--- src/rtl/morse_pkg.sv ---
// rtl/morse_pkg.sv - shared state encoding and symbol constants for the Morse capture path
// Contents:
//   morse_state_t  capture FSM states
//   SYM_DOT/DASH   symbol bit values stored in the code word
//   MAX_SYM        symbols per word before it is closed
package morse_pkg;

  typedef enum logic [1:0] {
    IDLE    = 2'd0,
    COLLECT = 2'd1,
    OUTPUT  = 2'd2
  } morse_state_t;

  localparam logic SYM_DOT  = 1'b0;
  localparam logic SYM_DASH = 1'b1;
  localparam int   MAX_SYM  = 4;

endpackage

--- src/rtl/morse_debounce.sv ---
// rtl/morse_debounce.sv - button synchroniser, debouncer and press-edge pulse
// Ports:
//   CLKin  in   system clock
//   RSTin  in   asynchronous active-high reset
//   btn_n  in   raw active-low button, asynchronous to CLKin
//   press  out  one-cycle pulse on a debounced 1->0 transition
module morse_debounce
  import morse_pkg::*;
#(
  parameter int DEB_CYCLES = 4
) (
  input  logic CLKin,
  input  logic RSTin,
  input  logic btn_n,
  output logic press
);

  localparam int CW = $clog2(DEB_CYCLES + 1);
  localparam logic [CW-1:0] CNT_LAST = CW'(DEB_CYCLES - 1);

  logic          sync1;
  logic          sync2;
  logic          deb;
  logic          deb_d;
  logic [CW-1:0] cnt;

  always_ff @(posedge CLKin or posedge RSTin) begin
    if (RSTin) begin
      sync1 <= 1'b1;
      sync2 <= 1'b1;
      deb   <= 1'b1;
      deb_d <= 1'b1;
      cnt   <= '0;
      press <= 1'b0;
    end else begin
      sync1 <= btn_n;
      sync2 <= sync1;
      deb_d <= deb;
      press <= deb_d & ~deb;
      // The count only advances while the synchronised level disagrees with
      // the debounced one; any agreement (a bounce back) restarts it.
      if (sync2 == deb) begin
        cnt <= '0;
      end else if (cnt == CNT_LAST) begin
        deb <= sync2;
        cnt <= '0;
      end else begin
        cnt <= cnt + 1'b1;
      end
    end
  end

endmodule

--- src/rtl/morse_capture_ctrl.sv ---
// rtl/morse_capture_ctrl.sv - frames debounced dot/dash presses into Morse code words
// Ports:
//   CLKin, RSTin            clock, asynchronous active-high reset
//   btn_dot_n, btn_dash_n   raw active-low buttons
//   code_out[3:0]           symbol word, bit i = symbol i (1 = dash)
//   len_out[2:0]            symbol count of the offered word
//   valid_out / ready_in    word handshake
//   busy                    word in progress
//   err_pulse               simultaneous press, or press dropped while offering
module morse_capture_ctrl
  import morse_pkg::*;
#(
  parameter int DEB_CYCLES = 4,
  parameter int GAP_CYCLES = 16
) (
  input  logic       CLKin,
  input  logic       RSTin,
  input  logic       btn_dot_n,
  input  logic       btn_dash_n,
  output logic [3:0] code_out,
  output logic [2:0] len_out,
  output logic       valid_out,
  input  logic       ready_in,
  output logic       busy,
  output logic       err_pulse
);

  localparam int GW = $clog2(GAP_CYCLES + 1);
  localparam logic [GW-1:0] GAP_LAST = GW'(GAP_CYCLES - 1);

  logic dot_press;
  logic dash_press;

  morse_debounce #(.DEB_CYCLES(DEB_CYCLES)) u_dot (
    .CLKin (CLKin),
    .RSTin (RSTin),
    .btn_n (btn_dot_n),
    .press (dot_press)
  );

  morse_debounce #(.DEB_CYCLES(DEB_CYCLES)) u_dash (
    .CLKin (CLKin),
    .RSTin (RSTin),
    .btn_n (btn_dash_n),
    .press (dash_press)
  );

  morse_state_t  state, state_n;
  logic [3:0]    code, code_n;
  logic [2:0]    len, len_n;
  logic [GW-1:0] gap, gap_n;
  logic          err_n;
  logic          both;
  logic          any;
  logic          sym;

  always_ff @(posedge CLKin or posedge RSTin) begin
    if (RSTin) begin
      state     <= IDLE;
      code      <= '0;
      len       <= '0;
      gap       <= '0;
      err_pulse <= 1'b0;
      busy      <= 1'b0;
      valid_out <= 1'b0;
    end else begin
      state     <= state_n;
      code      <= code_n;
      len       <= len_n;
      gap       <= gap_n;
      err_pulse <= err_n;
      // Decoded from the next state so the flags line up with the state register.
      busy      <= (state_n != IDLE);
      valid_out <= (state_n == OUTPUT);
    end
  end

  always_comb begin
    state_n = state;
    code_n  = code;
    len_n   = len;
    gap_n   = gap;
    err_n   = 1'b0;
    both    = dot_press & dash_press;
    any     = dot_press | dash_press;
    sym     = dash_press ? SYM_DASH : SYM_DOT;
    case (state)
      IDLE: begin
        if (both) begin
          err_n = 1'b1;
        end else if (any) begin
          code_n    = '0;
          code_n[0] = sym;
          len_n     = 3'd1;
          gap_n     = '0;
          state_n   = COLLECT;
        end
      end
      COLLECT: begin
        if (both) begin
          // Ambiguous press: nothing stored, but it still counts as activity.
          err_n = 1'b1;
          gap_n = '0;
        end else if (any) begin
          code_n[len[1:0]] = sym;
          len_n = len + 3'd1;
          gap_n = '0;
          if (len_n == 3'(MAX_SYM)) begin
            state_n = OUTPUT;
          end
        end else if (gap == GAP_LAST) begin
          gap_n   = '0;
          state_n = OUTPUT;
        end else begin
          gap_n = gap + 1'b1;
        end
      end
      OUTPUT: begin
        // The offered word is frozen; presses here are reported and discarded.
        if (any) begin
          err_n = 1'b1;
        end
        if (ready_in) begin
          code_n  = '0;
          len_n   = '0;
          state_n = IDLE;
        end
      end
      default: begin
        state_n = IDLE;
      end
    endcase
  end

  assign code_out = code;
  assign len_out  = len;

endmodule
--- config.mk ---
export PLATFORM = sky130hd
export DESIGN_NAME = morse_capture_ctrl
export DESIGN_NICKNAME = d
export VERILOG_FILES = /design/src/rtl/morse_pkg.sv /design/src/rtl/morse_debounce.sv /design/src/rtl/morse_capture_ctrl.sv
export SDC_FILE = /design/constraint.sdc
export NUM_CORES = 1
export LEC_CHECK = 0
export CAP_MARGIN = 20
export CORE_MARGIN = 2
export CORE_UTILIZATION = 45
export CTS_CLUSTER_DIAMETER = 100
export DETAILED_ROUTE_END_ITERATION = 10
export PLACE_DENSITY = 0.61
export SETUP_SLACK_MARGIN = 0.1
export SYNTH_ARGS = -nofsm -noshare
export SYNTH_HDL_FRONTEND = slang
export SYNTH_SLANG_ARGS = --single-unit
export TNS_END_PERCENT = 50
--- constraint.sdc ---
create_clock -name CLKin -period 2.3 [get_ports CLKin]
set_input_delay 0.575 -clock CLKin [delete_from_list [all_inputs] [get_ports CLKin]]
set_output_delay 0.575 -clock CLKin [all_outputs]
set_load 0.01 [all_outputs]
After elaboration in Yosys (flattened, before gate mapping)
Cells that the tools add are included.

operators by class
  $add $sub $neg = 4
  order comparisons = 2
  equal/unequal tests = 14
  muxes and demuxes = 37
  bitwise logic cells = 8
  reductions and logical operators = 10

operator list
  operator               count
  $mux W3                9
  $mux W5                5
  $mux W4                5
  $mux W2                7
  $pmux W4 S3            1
  $ne A2 B2 Y1 const B   5
  $pmux W5 S2            1
  $add A3 B1 Y3 const B  3
  $pmux W3 S3            1
  $eq A3 B2 Y1 const B   2
  $pmux W2 S3            1
  $reduce_and A6 Y1      1
  $add A5 B1 Y5 const B  1
  $eq A5 B4 Y1 const B   1
  $bwmux W4              1
  $eq A2 B2 Y1 const B   2
  $mux W1                4
  $not A1 Y1             4
  $reduce_and A2 Y1      2
  $reduce_bool A2 Y1     2
  $and A1 B1 Y1          3
  $eq A3 B3 Y1 const B   1
  $lt A2 B3 Y1 const B   1
  $reduce_and A3 Y1      1
  10 further kinds       11

word-level totals
  flip-flop bits (word level) = 33
  input bits = 5
  output and inout port bits = 10

Longest topological paths before layout
Gate-level depths: netlist (run 1).

  word-level depth = 8
  mapped depth = 8
  gate-level depth less buffers = 6

Cells and area by module
From an unflattened synthesis (run 1), not the netlist that was laid out.

second synthesis, totals
  cell total of the unflattened synthesis = 141
  area total of the unflattened synthesis = 1569.0 sq um

by module, submodules not included
  module              instances  cells each  area an instance (sq um)
  morse_capture_ctrl  1          107         991.0
  morse_debounce      2          17          289.0

Worst setup path before layout (run 1)
OpenSTA, ideal clock, no wires.

  path kind = register to register
  start point = register state[1]
  end point = register code[2] (netlist: code_out[2])
  library setup time = 121 ps
  data arrival time = 1671 ps
  required time = 2179 ps
  path slack = 508 ps
  cell stages (with the launch flop) = 8
  buffers on the path = 1
  clock period less this slack = 1792 ps
  cell sequence = dfrtp_1 > inv_1 > ha_1 > clkbuf_1 > nor2_1 > o221a_2 > and4_1 > a22o_1

between the ends
  cells in the longest elaborated chain, start to end = 3

RTL lines
  what                                                          line                      source
  start, declared                                               morse_capture_ctrl.sv:48  morse_state_t state, state_n;
  start signal, assigned                                        morse_capture_ctrl.sv:67  state <= state_n;
  $eq A2 B1 Y1, or another cell as far along                    morse_capture_ctrl.sv:87  case (state)
  $ne A2 B2 Y1 (no line) or $reduce_bool A3 Y1 (tied branches)  n/a
  $reduce_and A6 Y1 (no line)                                   n/a
  end signal, assigned                                          morse_capture_ctrl.sv:68  code <= code_n;
  end, declared                                                 morse_capture_ctrl.sv:49  logic [3:0] code, code_n;

Several ways; a longest one is shown, not always the timed one.
A chain may end at the register's enable or synchronous reset.

Worst setup path after layout (run 1)
Same ends and word-level chain as after synthesis.

==> results.ini, run 1 <==
[sta]
rsz0062_at_grt = false
fin_crit_sh_pct = 86.1
relSlewSlack_pct = 71.3
tightest_slew_ps = 429
finalWorstSetupSlack_ps = 320
slew_viol_final = 0
fmax_ghz = 0.505
finalHoldViolCount = 0
totalNegativeSetupSlack_ps = 0
setup_viol = 0
finClkSkew_ps = 8.89
min_period_ps = 1980

[clock_network]
ctsHoldBuffers = 0
path_clk_slew_ps = 100
clock-sinks = 33
postCtsSetupBuffers = 0
cts_tree = done
cts_buffers = 5
cts-root-buf = clkbuf_4
cts.repair.resized = 0
insertion_delay_ps = 330
cts_buffer_depth = 2
h-tree-depth = 2

[pwr]
ir_worst_vdd_v = 0.000615
p_leak_nw = 0.791
p_sw_uw = 770
power_switching_share_pct = 36.2
power.density_nw_per_um2 = 1190
p_int_mw = 1.36
clkPwrFrac_pct = 20.5
seqPwrFrac_pct = 41.0
share_comb_of_total_power_pct = 38.6

[placed_design]
portBuffers = 14
post-place-ws_ps = 319
dp_hpwl_um = 1700
gp_congestion = 0.757
dpl.cell_count = 187

[grt]
first_global_vias = 964
grt_pass1_wl_um = 4260
grt_use_total_pct = 15.7
grt_remaining_overflow = 0
grt_antenna_before_repair = 0
grt_max_degree = 34

[floorplan]
core_area_um2 = 3280
die_w_um = 62.1
io_pins = 15
die_area_um2 = 3850
placement_rows = 21
start_util_pct = 46.2
die_h_um = 62.1

[synth]
synthArstFlopShare_pct = 100
synth_edf_count = 0
syn_inst = 129
synth.avg_cell_area_um2 = 11.8
synth_fp_nets = 146
syn_area_um2 = 1520
ys.flop_type = dfrtp_1
ys_seq_area_share_pct = 55.1
synth_cell_type_count = 35
ys_ff_latch = 33
yosys_warnings = 0

[worst_setup_path]
worstReg2RegEnd = code_out[2]$_DFFE_PP0P_
cp-end-kind = flop
critical_path_class = flop to flop
regToRegSetupSlack_ps = 320
max_stage_delay_ps = 420
worstPathMaxFanout = 12
worst_setup_path_start_kind = flop
r2r_start = state[1]$_DFF_PP0_
rr_worst_depth = 6
required_ps = 2530
path_cells = inv_1 > ha_1 > nor2_1 > o221a_2 > and4_1 > a22o_1
cp.arrival_ps = 2210
cpMaxStageDelayCell = dfrtp_1

[routing]
firstDrtPassIters = 4
finalWirelength_um = 2370
wl_per_cell_um = 12.1
drc_errors = 0
vias_per_cell = 5.05
vias = 985
drtAntennaViolNets = 0
first_iter_violations = 29

[cells_and_area]
syn_to_final_growth_pct = 17.7
final_nets = 165
drive_above_1_share_pct = 15.4
final_cells = 195
final.fill_count = 298
layout_commonest_cell = dfrtp_1
num_antenna_cells = 0
layout_common_cells = dfrtp_1 (25), clkdlybuf4s50_1 (14), o21ai_0 (12), ha_1 (12), nor2b_1 (11)

[min_path]
hold_end = u_dot.sync2$_DFF_PP1_
whs_path_depth = 0
holdCritStartpoint = u_dot.sync1$_DFF_PP1_
hp-class = flop to flop

[status]
outcome = finished clean

[flow_run]
max-cap-violations = 0

## layer usage
metal / up-vias / part of all wire [%] / global-route usage, %
li1: 490 / - / -
met4: 0 / 0.89 / 9.73
met1: 478 / 47 / 19.5
met2: 13 / 49 / 24.1
met3: 4 / 2.8 / 4.35
met5: - / 0 / 0
## cells by family (layout without fill, tap and decap cells)
| group | count (synthesis) | after routing | synth area share [%] |
|---|---|---|---|
| mux | 2 | 2 | 1.48 |
| compound gates | 29 | 29 | 14.3 |
| fa+ha+maj | 12 | 12 | 9.89 |
| xor+xnor | 4 | 4 | 2.31 |
| flops | 33 | 33 | 55.1 |
| simple gates | 38 | 38 | 13.7 |
| buf+inv | 11 | 31 | 3.30 |
## worst max-delay path by stage
stage                                   from                       to  depth (start not counted)
after floorplan           state[1]$_DFF_PP0_  code_out[2]$_DFFE_PP0P_                          7
after global placement              ready_in  code_out[2]$_DFFE_PP0P_                          5
after detailed placement            ready_in  code_out[2]$_DFFE_PP0P_                          5
after CTS                 state[1]$_DFF_PP0_  code_out[2]$_DFFE_PP0P_                          6
after global routing      state[1]$_DFF_PP0_  code_out[3]$_DFFE_PP0P_                          6
final                     state[1]$_DFF_PP0_  code_out[2]$_DFFE_PP0P_                          6
## sequential cells by signal, summed over array words and instances, names as in the netlist, 2 cells and up
signal / cells
code_out: 4
len_out: 3
u_dash.cnt: 3
u_dot.cnt: 3
state: 2
gap: 5
## Yosys cell counts, drive strengths merged (2+ instances only)
cell	number	share of area, %
dfstp	8	14
buf	2	1.1
nor2	4	0.99
nand2	9	2.2
a22o	3	1.7
nor3	2	0.66
a21oi	4	1.3
ha	12	9.9
nor2b	11	4.5
dfrtp	25	41
nor3b	3	1.5
a21o	2	0.99
inv	8	2.0
nand3	2	0.66
mux2	2	1.5
xnor2	3	1.7
or2	2	0.82
o21ai	12	4.0
## final cells by class
cell class                 count  area, um^2  area share (%)
inverter                       8        30.0            1.68
timing repair buffer          15         148            8.26
sequential                    33         836            46.8
clock inverter                 3        46.3            2.59
clock buffer                   5        37.5            2.10
multi-input combinational     85         632            35.4
tap                           46        57.6            3.22
## per-stage QoR
step	area (um^2)	power (mW)	hold WS (ps)	util, %
6_report	1790	2.13	361	54.4
3_3_place_gp	1700	1.69	347	51.8
3_5_place_dp	1700	1.70	348	51.8
4_1_cts	1790	2.15	363	54.4
2_1_floorplan	1520	1.51	345	-
5_1_grt	1790	2.32	370	54.4
## critical path: cells and delay by family (launching register included)
kind | cells | cell delay, ps
DFF | 1 | 420
AOI/OAI and AO/OA | 2 | 570
buffers and inverters | 1 | 140
and+or+nand+nor | 2 | 410
adders and majority gates | 1 | 350
## power by group through the flow
| stage | clock network, mW | registers [mW] | logic (mW) |
|---|---|---|---|
| after floorplan | 0 | 0.866 | 0.639 |
| after global placement | 0 | 0.877 | 0.809 |
| after detailed placement | 0 | 0.885 | 0.819 |
| after CTS | 0.449 | 0.874 | 0.827 |
| after global routing | 0.485 | 0.895 | 0.943 |
| final | 0.436 | 0.872 | 0.821 |
Power figures use the tool's default switching activity.
==> run 2, diff against run 1 <==
--- a/config.mk
+++ b/config.mk
@@ -10,9 +10,11 @@
 export CORE_UTILIZATION = 45
 export CTS_CLUSTER_DIAMETER = 100
 export DETAILED_ROUTE_END_ITERATION = 10
+export HOLD_SLACK_MARGIN = 0.08
 export PLACE_DENSITY = 0.61
-export SETUP_SLACK_MARGIN = 0.1
+export SETUP_SLACK_MARGIN = 0.2
 export SYNTH_ARGS = -nofsm -noshare
 export SYNTH_HDL_FRONTEND = slang
+export SYNTH_HIERARCHICAL = 1
 export SYNTH_SLANG_ARGS = --single-unit
 export TNS_END_PERCENT = 50
==> run 2 against run 1 <==
Against the previous run: synthesized cell count up 9.3%; die area up 3.2%; global-route usage down 0.36 points; register-to-register slack better by 30 ps; non-clock buffer count unchanged; fmax up 1.7%; clock power down 23%; design area up 1.9%.
==> results.ini, run 2 <==
[sta]
finalHoldViolCount = 0
tightest_slew_ps = 667
fin_crit_sh_pct = 84.7
setup_viol = 0
fmax_ghz = 0.514
relSlewSlack_pct = 55.5
slew_viol_final = 0
min_period_ps = 1950
finClkSkew_ps = 8.45
rsz0062_at_grt = false
totalNegativeSetupSlack_ps = 0

[grt]
grt_antenna_before_repair = 0
grt_pass1_wl_um = 4730
grt_max_degree = 18
first_global_vias = 1103
grt_remaining_overflow = 0
grt_use_total_pct = 15.3

[floorplan]
die_w_um = 63.1
placement_rows = 21
die_area_um2 = 3980
start_util_pct = 47.0
core_area_um2 = 3340
die_h_um = 63.1
io_pins = 15

[clock_network]
cts.repair.resized = 0
h-tree-depth = 2
path_clk_slew_ps = 100
cts_tree = done
ctsHoldBuffers = 0
clock-sinks = 33
cts_buffer_depth = 2
postCtsSetupBuffers = 0
insertion_delay_ps = 320
cts-root-buf = clkbuf_4
cts_buffers = 5

[pwr]
ir_worst_vdd_v = 0.000470
power.density_nw_per_um2 = 1200
power_mw = 2.18
p_leak_nw = 0.828

[cells_and_area]
drive_above_1_share_pct = 16.1
final.fill_count = 299
layout_commonest_cell = dfrtp_1
seq_area_um2 = 836
top_register = gap
num_antenna_cells = 0
fin_util_pct = 54.6
final_cells = 207
largest_reg_flops = 5
layout_common_cells = dfrtp_1 (25), clkdlybuf4s50_1 (14), inv_1 (12)
final_cell_area_um2 = 1820
multi_input_area_um2 = 676
syn_to_final_growth_pct = 16.0
final_nets = 177

[worst_setup_path]
worstPathMaxFanout = 11
cp-end-kind = flop
critical_path_class = flop to flop
cp.arrival_ps = 2190
required_ps = 2540
worst_setup_path_start_kind = flop

[placed_design]
gp_congestion = 0.820
dp_hpwl_um = 1920
post_dp_cell_area_um2 = 1760
portBuffers = 14
dpl.cell_count = 199

[routing]
vias_per_cell = 4.99
wl_per_cell_um = 12.5
first_iter_violations = 79
drc_errors = 0
drtAntennaViolNets = 0
vias = 1033
finalWirelength_um = 2590
firstDrtPassIters = 4

[synth]
yosys-top-cells-count = dfrtp_1 (25), ha_1 (12), inv_1 (12)
synth.most_common_cell = dfrtp_1
yosys_warnings = 6
synthTopCellsByArea = dfrtp_1 (40%), dfstp_2 (13%), ha_1 (9.6%)
synth_area_leader_cell = dfrtp_1
synth_cell_type_count = 38
synth.avg_cell_area_um2 = 11.1
ys.flop_type = dfrtp_1
syn_inst = 141
ys_seq_area_share_pct = 53.3
ys_ff_latch = 33
synth_edf_count = 0
synthArstFlopShare_pct = 100
synth_fp_nets = 158
synth_top_area_share_pct = 39.9
syn_area_um2 = 1570

[min_path]
hp-class = flop to flop

[flow_run]
max-cap-violations = 0

[status]
outcome = finished clean

-- run 2: cell count changes after synthesis, moves of 4 or more --
cell / before / now
inv_1: 8 / 12
nor2_1: 4 / 9
nor2b_1: 11 / 2
o21ai_0: 12 / 6
o21ai_1: 0 / 10
-- run 2: where the power goes --
group	leakage (nW)	internal [mW]	switching, mW
Clock	0.0326	0.151	0.183
Combinational	0.380	0.434	0.533
Sequential	0.416	0.763	0.119
-- run 2: worst paths after layout --
| path | startpoint | to | slack (ps) | depth (start not counted) |
|---|---|---|---|---|
| min | u_dash/sync1$_DFF_PP1_ | u_dash/sync2$_DFF_PP1_ | 360 | 0 |
| min reg2reg | u_dash/sync1$_DFF_PP1_ | u_dash/sync2$_DFF_PP1_ | 360 | 0 |
| max in group asynchronous | RSTin | state[1]$_DFF_PP0_ | 1180 | 2 |
| max | state[1]$_DFF_PP0_ | gap[2]$_DFFE_PP0P_ | 350 | 5 |
| min in group asynchronous | RSTin | u_dash/cnt[1]$_DFF_PP0_ | 520 | 2 |
| max reg2reg | state[1]$_DFF_PP0_ | gap[2]$_DFFE_PP0P_ | 350 | 5 |
-- run 2: cell type report --
cell class	count	share of cell area, %
Clock buffer	8	3.23
Inverter	12	2.47
Sequential cell	33	45.9
Multi-Input combinational cell	93	37.1
Timing Repair Buffer	15	8.11
Tap cell	46	3.16
-- run 2: logic make-up (layout without fill, tap and decap cells) --
family | Yosys count | count (layout) | share of synthesized area [%]
buffers and inverters | 15 | 35 | 3.83
and+or+nand+nor | 44 | 44 | 17.0
DFF | 33 | 33 | 53.3
xor gates and xnor gates | 3 | 3 | 1.67
muxes | 2 | 2 | 1.44
adders and majority gates | 12 | 12 | 9.57
AOI/OAI and AO/OA | 32 | 32 | 13.2
-- run 2: worst max-delay path, cell delays in order (launching register included) --
cell     delay (ps)
dfrtp_1         420
inv_1           110
ha_2            310
or3b_1          480
or3b_1          420
o21ai_1         140
-- run 2: stage by stage --
stage / hold slack [ps] / worst slack [ps]
6_report: 362 / 353
5_1_grt: 377 / 277
4_1_cts: 359 / 267
3_5_place_dp: 349 / 282
3_3_place_gp: 350 / 416
2_1_floorplan: 345 / 668
-- run 2: metal layers --
| layer | GRT usage (%) | share of wire [%] | wire, um |
|---|---|---|---|
| met3 | 5.36 | 3.0 | 77 |
| met4 | 6.67 | 0.77 | 20 |
| met2 | 26.3 | 51 | 1320 |
| met5 | 0 | 0 | 0 |
| met1 | 17.2 | 45 | 1170 |
